**src/rtl/pipe_stage_skid.sv**
```systemverilog
// ---------------------------------------------------------------------------
// pipe_stage_skid
//
// Handshaked pipeline stage register carrying a packed payload between two
// pipeline stages (ID/EX, EX/MEM, MEM/WB, ...).
//
// SKID = 1 : main entry plus a 2nd "skid" entry. in_ready comes straight from
//            a flop (!skid_v), so no combinational path runs from out_ready to
//            in_ready.
// SKID = 0 : single main entry. in_ready = !main_v | out_ready
//            (combinational through out_ready).
//
// Handshake: a beat moves across an interface on a rising edge where both
// valid and ready are high (accept = in_valid & in_ready, deliver =
// out_valid & out_ready). A producer may offer a beat any cycle; nothing is
// implied by valid or ready alone. Beats leave in acceptance order.
//
// flush kills every held beat on the next edge. A beat offered in the flush
// cycle is dropped. The beat on out_* still counts as delivered if out_ready
// was high. Payload registers keep their contents across a flush.
//
// Ports
//   clk        in   clock, rising edge
//   rst        in   asynchronous active-high reset
//   flush      in   synchronous kill of all held beats
//   in_valid   in   upstream beat present
//   in_ready   out  stage accepts a beat this cycle
//   in_data    in   upstream payload [DATA_WIDTH]
//   out_valid  out  downstream beat present (flop)
//   out_ready  in   downstream accepts this cycle
//   out_data   out  downstream payload [DATA_WIDTH] (flop)
//   count      out  beats held: 0..1 (SKID=0), 0..2 (SKID=1)
// ---------------------------------------------------------------------------
module pipe_stage_skid #(
  parameter int                    DATA_WIDTH  = 32,
  parameter logic [DATA_WIDTH-1:0] RESET_VALUE = '0,
  parameter int                    SKID        = 1
) (
  input  logic                  clk,
  input  logic                  rst,
  input  logic                  flush,
  input  logic                  in_valid,
  output logic                  in_ready,
  input  logic [DATA_WIDTH-1:0] in_data,
  output logic                  out_valid,
  input  logic                  out_ready,
  output logic [DATA_WIDTH-1:0] out_data,
  output logic [1:0]            count
);

  logic accept;
  logic deliver;

  // A beat offered during flush is never taken, even if in_ready is high.
  assign accept  = in_valid & in_ready & ~flush;
  assign deliver = out_valid & out_ready;

  if (SKID != 0) begin : g_skid
    logic                  main_v;
    logic                  skid_v;
    logic [DATA_WIDTH-1:0] main_d;
    logic [DATA_WIDTH-1:0] skid_d;

    // Invariant: skid_v implies main_v, so skid only ever holds the
    // younger of two beats.
    always_ff @(posedge clk or posedge rst) begin
      if (rst) begin
        main_v <= 1'b0;
        skid_v <= 1'b0;
        main_d <= RESET_VALUE;
        skid_d <= RESET_VALUE;
      end else if (flush) begin
        main_v <= 1'b0;
        skid_v <= 1'b0;
      end else if (deliver && skid_v) begin
        // in_ready is low here, so no accept can coincide with this refill.
        main_d <= skid_d;
        skid_v <= 1'b0;
      end else if (accept && (!main_v || deliver)) begin
        // Main empty, or main leaving with skid empty: replace main.
        main_v <= 1'b1;
        main_d <= in_data;
      end else if (accept) begin
        // Main is held by backpressure: park the beat in skid.
        skid_v <= 1'b1;
        skid_d <= in_data;
      end else if (deliver) begin
        main_v <= 1'b0;
      end
    end

    assign in_ready  = ~skid_v;
    assign out_valid = main_v;
    assign out_data  = main_d;
    assign count     = {1'b0, main_v} + {1'b0, skid_v};
  end else begin : g_single
    logic                  main_v;
    logic [DATA_WIDTH-1:0] main_d;

    always_ff @(posedge clk or posedge rst) begin
      if (rst) begin
        main_v <= 1'b0;
        main_d <= RESET_VALUE;
      end else if (flush) begin
        main_v <= 1'b0;
      end else if (accept) begin
        main_v <= 1'b1;
        main_d <= in_data;
      end else if (deliver) begin
        main_v <= 1'b0;
      end
    end

    assign in_ready  = ~main_v | out_ready;
    assign out_valid = main_v;
    assign out_data  = main_d;
    assign count     = {1'b0, main_v};
  end

endmodule

```
**config.mk**
```make
export PLATFORM = sky130hd
export DESIGN_NAME = pipe_stage_skid
export DESIGN_NICKNAME = d
export VERILOG_FILES = /design/src/rtl/pipe_stage_skid.sv
export SDC_FILE = /design/constraint.sdc
export NUM_CORES = 1
export LEC_CHECK = 0
export CAP_MARGIN = 10
export CELL_PAD_IN_SITES_DETAIL_PLACEMENT = 2
export CELL_PAD_IN_SITES_GLOBAL_PLACEMENT = 2
export CORE_MARGIN = 2
export CORE_UTILIZATION = 34
export DETAILED_ROUTE_END_ITERATION = 7
export MAX_ROUTING_LAYER = met4
export PLACE_DENSITY = 0.84
export SKIP_CTS_REPAIR_TIMING = 1
export SLEW_MARGIN = 10
export SYNTH_ARGS = -nofsm -noshare
export SYNTH_HDL_FRONTEND = slang
export SYNTH_SLANG_ARGS = --single-unit
```
**constraint.sdc**
```tcl
create_clock -name clk -period 2.7 [get_ports clk]
set_clock_uncertainty 0.05 [all_clocks]
set_input_delay 0.27 -clock clk [delete_from_list [all_inputs] [get_ports clk]]
set_output_delay 0.27 -clock clk [all_outputs]
set_load 0.01 [all_outputs]
```
## Word-level counts from Yosys, hierarchy flattened

Cells that the tools add are included.

- Flip-flop bits (word level): 66
- Latch bits: 0
- Memory bits (writable): 0
- Memory bits (read-only): 0
- Input port bits: 37
- Output and inout port bits: 36
- Logic and storage cells: 37
- Memories: 0

- Add/subtract/negate cells: 1
- $mul: 0
- Div/mod/pow operators: 0
- Order comparisons: 0
- Equal/unequal tests: 3
- Shifts and indexed selects: 0
- Multiplexer cells: 11
- Bitwise operators: 7
- Reduce and logical (&&, ||, !) cells: 11

Operators with widths:

| kind | number |
|---|---|
| 32-bit two-way mux | 2 |
| 1-bit two-way mux | 9 |
| 3-bit nonzero test | 2 |
| 1-bit NOT | 4 |
| 2-bit AND reduction | 2 |
| 4-bit AND reduction | 1 |
| 1-bit bitwise AND | 3 |
| 3-bit by 2-bit != test with 1-bit output (second input constant) | 1 |
| 3-bit != test (second input constant) | 1 |
| 3-bit AND reduction | 1 |
| 1-bit by 1-bit adder with 2-bit output | 1 |
| 1-bit logical AND | 2 |
| 2-bit != test (second input constant) | 1 |
| 2-bit nonzero test | 1 |
| 1-bit logical NOT | 1 |
| 1-bit logical OR | 1 |

## Depth between registers and ports, before layout

- Depth in word-level cells: 7
- Gate-level depth with buffers: 4
- Gate-level depth less buffers: 3

## Least setup slack after synthesis

No wires, ideal clock.

- Path kind: reg2reg
- From: register g_skid.skid_v
- To: register g_skid.skid_d[10]
- Setup time: 0.125 ns
- Arrival: 1.547 ns
- Required time: 2.525 ns
- Path slack: 0.978 ns
- Cell stages (with the launch flop): 5
- Cells stage by stage: dfrtp_1 -> nand2b_4 -> nor4b_4 -> buf_6 -> mux2_2

- Longest elaborated chain between the ends: 6
- Elaborated cells between the ends (all ways): 8

RTL lines:

| what | RTL line | text |
|---|---|---|
| start: declaration | 60 | `logic skid_v;` |
| start signal: assignment | 69 | `skid_v <= 1'b0;` |
| start signal: assignment | 74 | `skid_v <= 1'b0;` |
| start signal: assignment | 78 | `skid_v <= 1'b0;` |
| 1-bit NOT | 92 | `assign in_ready = ~skid_v;` |
| 1-bit bitwise AND (2 in a row) | 55 | `assign accept = in_valid & in_ready & ~flush;` |
| 1-bit logical AND | 79 | `end else if (accept && (!main_v \|\| deliver)) begin` |
| 1-bit NOT (no line) | - |  |
| 4-bit AND reduction (no line) (*) | - |  |
| end signal: assignment | 86 | `skid_d <= in_data;` |
| end: declaration | 62 | `logic [DATA_WIDTH-1:0] skid_d;` |

Mark *: on every way between the ends. The rest lies on a longest branch, timed or not.
A chain may end at the register's enable or synchronous reset.

## Final worst setup path

- From: register g_skid.main_v, in the netlist out_valid
- To: output count[0]

- Longest elaborated chain between the ends: 1

RTL lines:

| what | RTL line | text |
|---|---|---|
| start: declaration | 59 | `logic main_v;` |
| start signal: assignment | 68 | `main_v <= 1'b0;` |
| start signal: assignment | 73 | `main_v <= 1'b0;` |
| start signal: assignment | 81 | `main_v <= 1'b1;` |
| 1-bit by 1-bit adder with 2-bit output | 95 | `assign count = {1'b0, main_v} + {1'b0, skid_v};` |
| end: declaration | 48 | `output logic [1:0] count` |

Every way passes these cells.

==> flow_metrics.env <==
export IMPL_status="completed"
export IMPL_end_kind="output pin"
export IMPL_grt_max_degree=36
export IMPL_ys_top_cells_by_area="dfrtp_1, mux2_2, mux2_4"
export IMPL_cts_tree="done"
export IMPL_synthMuxAreaShare_pct=37.3
export IMPL_final_util_pct=46.3
export IMPL_crit_required_ns=2.38
export IMPL_drt_iter0_drc=18
export IMPL_wirelength_mm=6.53
export IMPL_viasPerCell=4.83
export IMPL_track_usage_pct=15.0
export IMPL_pwr_share_seq_pct=49.0
export IMPL_cts_root_buf="clkbuf_8"
export IMPL_worst_ep_arrival_time_ns=1.74
export IMPL_synth_top_area_cell="dfrtp_1"
export IMPL_synth_top_family_by_area="multiplexers"
export IMPL_clock_sinks=66
export IMPL_ir_drop_uv=297
export IMPL_drive_gt1_share_pct=45.7
export IMPL_synth_cell_types=17
export IMPL_synth_commonest_cells="mux2_2, dfrtp_1, mux2_4, buf_6, inv_1"
export IMPL_first_global_vias=2097
export IMPL_area_growth_syn_to_layout_pct=32.9
export IMPL_synth_fa_ha_area_share_pct=0.416
export IMPL_path_clk_slew_ns=0.07
export IMPL_dp_hpwl_mm=4.56
export IMPL_start_util_pct=34.8
export IMPL_drc=0
export IMPL_rsz0062_at_grt="no"
export IMPL_pwr_share_clk_pct=26.8
export IMPL_io_pins=73
export IMPL_hold_violations=0
export IMPL_power_density_nw_per_um2=684
export IMPL_synth_top_flop_cell="dfrtp_1"
export IMPL_finalSetupViolCount=0
export IMPL_worstMarginPinSlew_ns=0.533
export IMPL_synthesis_nets=222
export IMPL_synth_most_common_cell="mux2_2"
export IMPL_worstReg2RegStart="out_valid$_DFFE_PP0P_"
export IMPL_clkLatencyLatePin_ns=0.33
export IMPL_antenna_found_initial=0
export IMPL_path_class="reg -> out"
export IMPL_period_share_pct=76.3
export IMPL_synth_area_sq_um=3010
export IMPL_port_buffers=72
export IMPL_power_leakage_nw=1.68
export IMPL_synth_async_sr_flop_share_pct=100
export IMPL_die_w_microns=98.1
export IMPL_die_area_sq_um=9610
export IMPL_rows=34
export IMPL_p_sw_share_pct=25.6
export IMPL_synth_edff_count=0
export IMPL_routed_via_count=1820
export IMPL_synth_simple_gate_area_share_pct=2.04
export IMPL_setup_tns_ns=0
export IMPL_synth_compound_area_share_pct=1.50
export IMPL_slew_viol_final=0
export IMPL_worstRegToRegCells=3
export IMPL_startpoint_type="flop"
export IMPL_timing_rr_end="out_data[23]$_DFFE_PP0P_"
export IMPL_hold_class="in -> async"
export IMPL_maxCapViolCount=0
export IMPL_clock_path_buffers=2
export IMPL_syn_avg_cell_area_sq_um=16.3
export IMPL_slew_headroom_pct=64.5
export IMPL_num_antenna_cells=0
export IMPL_first_pass_iters=4
export IMPL_switchingPower_mw=0.701
export IMPL_ys_warn_count=0
export IMPL_combPwrFrac_pct=24.2
export IMPL_die_h_microns=98.1
export IMPL_ant_nets=0
export IMPL_synthCells=184
export IMPL_intPower_mw=2.03
export IMPL_finalCriticalPeriod_ns=2.06
export IMPL_synthXorXnorAreaFrac_pct=0
export IMPL_synth_top_area_share_pct=54.9
export IMPL_ys_seq_area_share_pct=54.9
export IMPL_wl_per_cell_microns=17.3
export IMPL_grt_overflow=0
export IMPL_ys_ff_latch=66
export IMPL_place_gp_congestion=0.676
export IMPL_max_freq_mhz=485
export IMPL_nets=303
export IMPL_coreArea_sq_um=8640
export IMPL_crit_fanout=7
export IMPL_cts_buffers=9
export IMPL_reg2reg_slack_ns=0.71
export IMPL_grt_pass1_wl_mm=10.9
export IMPL_h_tree_depth=3
[logic make-up after synthesis]
| group | count (synthesis) |
|---|---|
| muxes | 96 |
| DFF | 66 |
| buffers and inverters | 13 |
| AOI/OAI and AO/OA | 4 |
| and+or+nand+nor | 4 |
| adders and majority gates | 1 |
[stage by stage]
| step | instance area [sq um] | hold slack [ns] | worst slack [ns] | instances | power [mW] |
|---|---|---|---|---|---|
| final | 4000 | 0.293 | 0.640 | 377 | 2.73 |
| after global routing | 4000 | 0.324 | 0.557 | 377 | 2.89 |
| after CTS | 4000 | 0.296 | 0.603 | 377 | 2.79 |
| after detailed placement | 3830 | 0.445 | 0.400 | 362 | 2.04 |
| after global placement | 3830 | 0.434 | 0.477 | 362 | 1.99 |
| after floorplan | 3010 | 0.283 | 0.725 | 184 | 1.68 |
[cell type report]
cell class / count / area, sq um
inverters: 4 / 15.0
clock buffers: 12 / 155
fillers: 817 / 4640
clock inverters: 3 / 15.0
flip-flops and latches: 66 / 1650
multi-input cells: 105 / 1240
repair buffers: 79 / 786
well taps: 108 / 135
[routing by layer]
layer	wire, microns	part of all wire, %	track usage, %	up-vias
met4	114	1.7	6.41	0
met3	325	5.0	3.08	10
li1	-	-	-	815
met2	3330	51	24.2	50
met5	0	0	-	-
met1	2760	42	18.4	945
[power by group through the flow]
stage | Clock [mW] | Combinational, mW | Sequential (mW)
floorplan | 0 | 0.303 | 1.37
global placement | 0 | 0.645 | 1.34
detailed placement | 0 | 0.674 | 1.36
CTS | 0.768 | 0.677 | 1.35
global route | 0.798 | 0.714 | 1.38
finish | 0.733 | 0.661 | 1.34
[worst max-delay path by stage]
stage,startpoint,to,slack [ns],depth (start not counted)
after floorplan,rst,g_skid.skid_d[0]$_DFFE_PP0P_,0.73,1
after global placement,out_ready,out_data[23]$_DFFE_PP0P_,0.48,4
after detailed placement,out_ready,out_data[23]$_DFFE_PP0P_,0.40,4
after CTS,out_valid$_DFFE_PP0P_,count[0],0.60,2
after global routing,out_valid$_DFFE_PP0P_,count[0],0.56,2
final,out_valid$_DFFE_PP0P_,count[0],0.64,2
[layout by cell type, fill, tap and decap left out, types with 3 or more instances in the layout]
master,netlist,layout
clkinv_2,0,3
mux2_4,11,11
clkdlybuf4s50_1,0,72
dfrtp_1,66,66
mux2_2,84,84
buf_4,1,6
inv_1,4,3
clkbuf_8,1,11
[state kept, by name, indices dropped and copies added (netlist names)]
register	count
out_data	32
g_skid.skid_d	32
out_valid	1
g_skid.skid_v	1
[critical path, cell delays in order (launching register included)]
cell	delay [ns]
dfrtp_1	0.52
ha_1	0.35
clkdlybuf4s50_1	0.54
(Power assumes the default switching activity.)
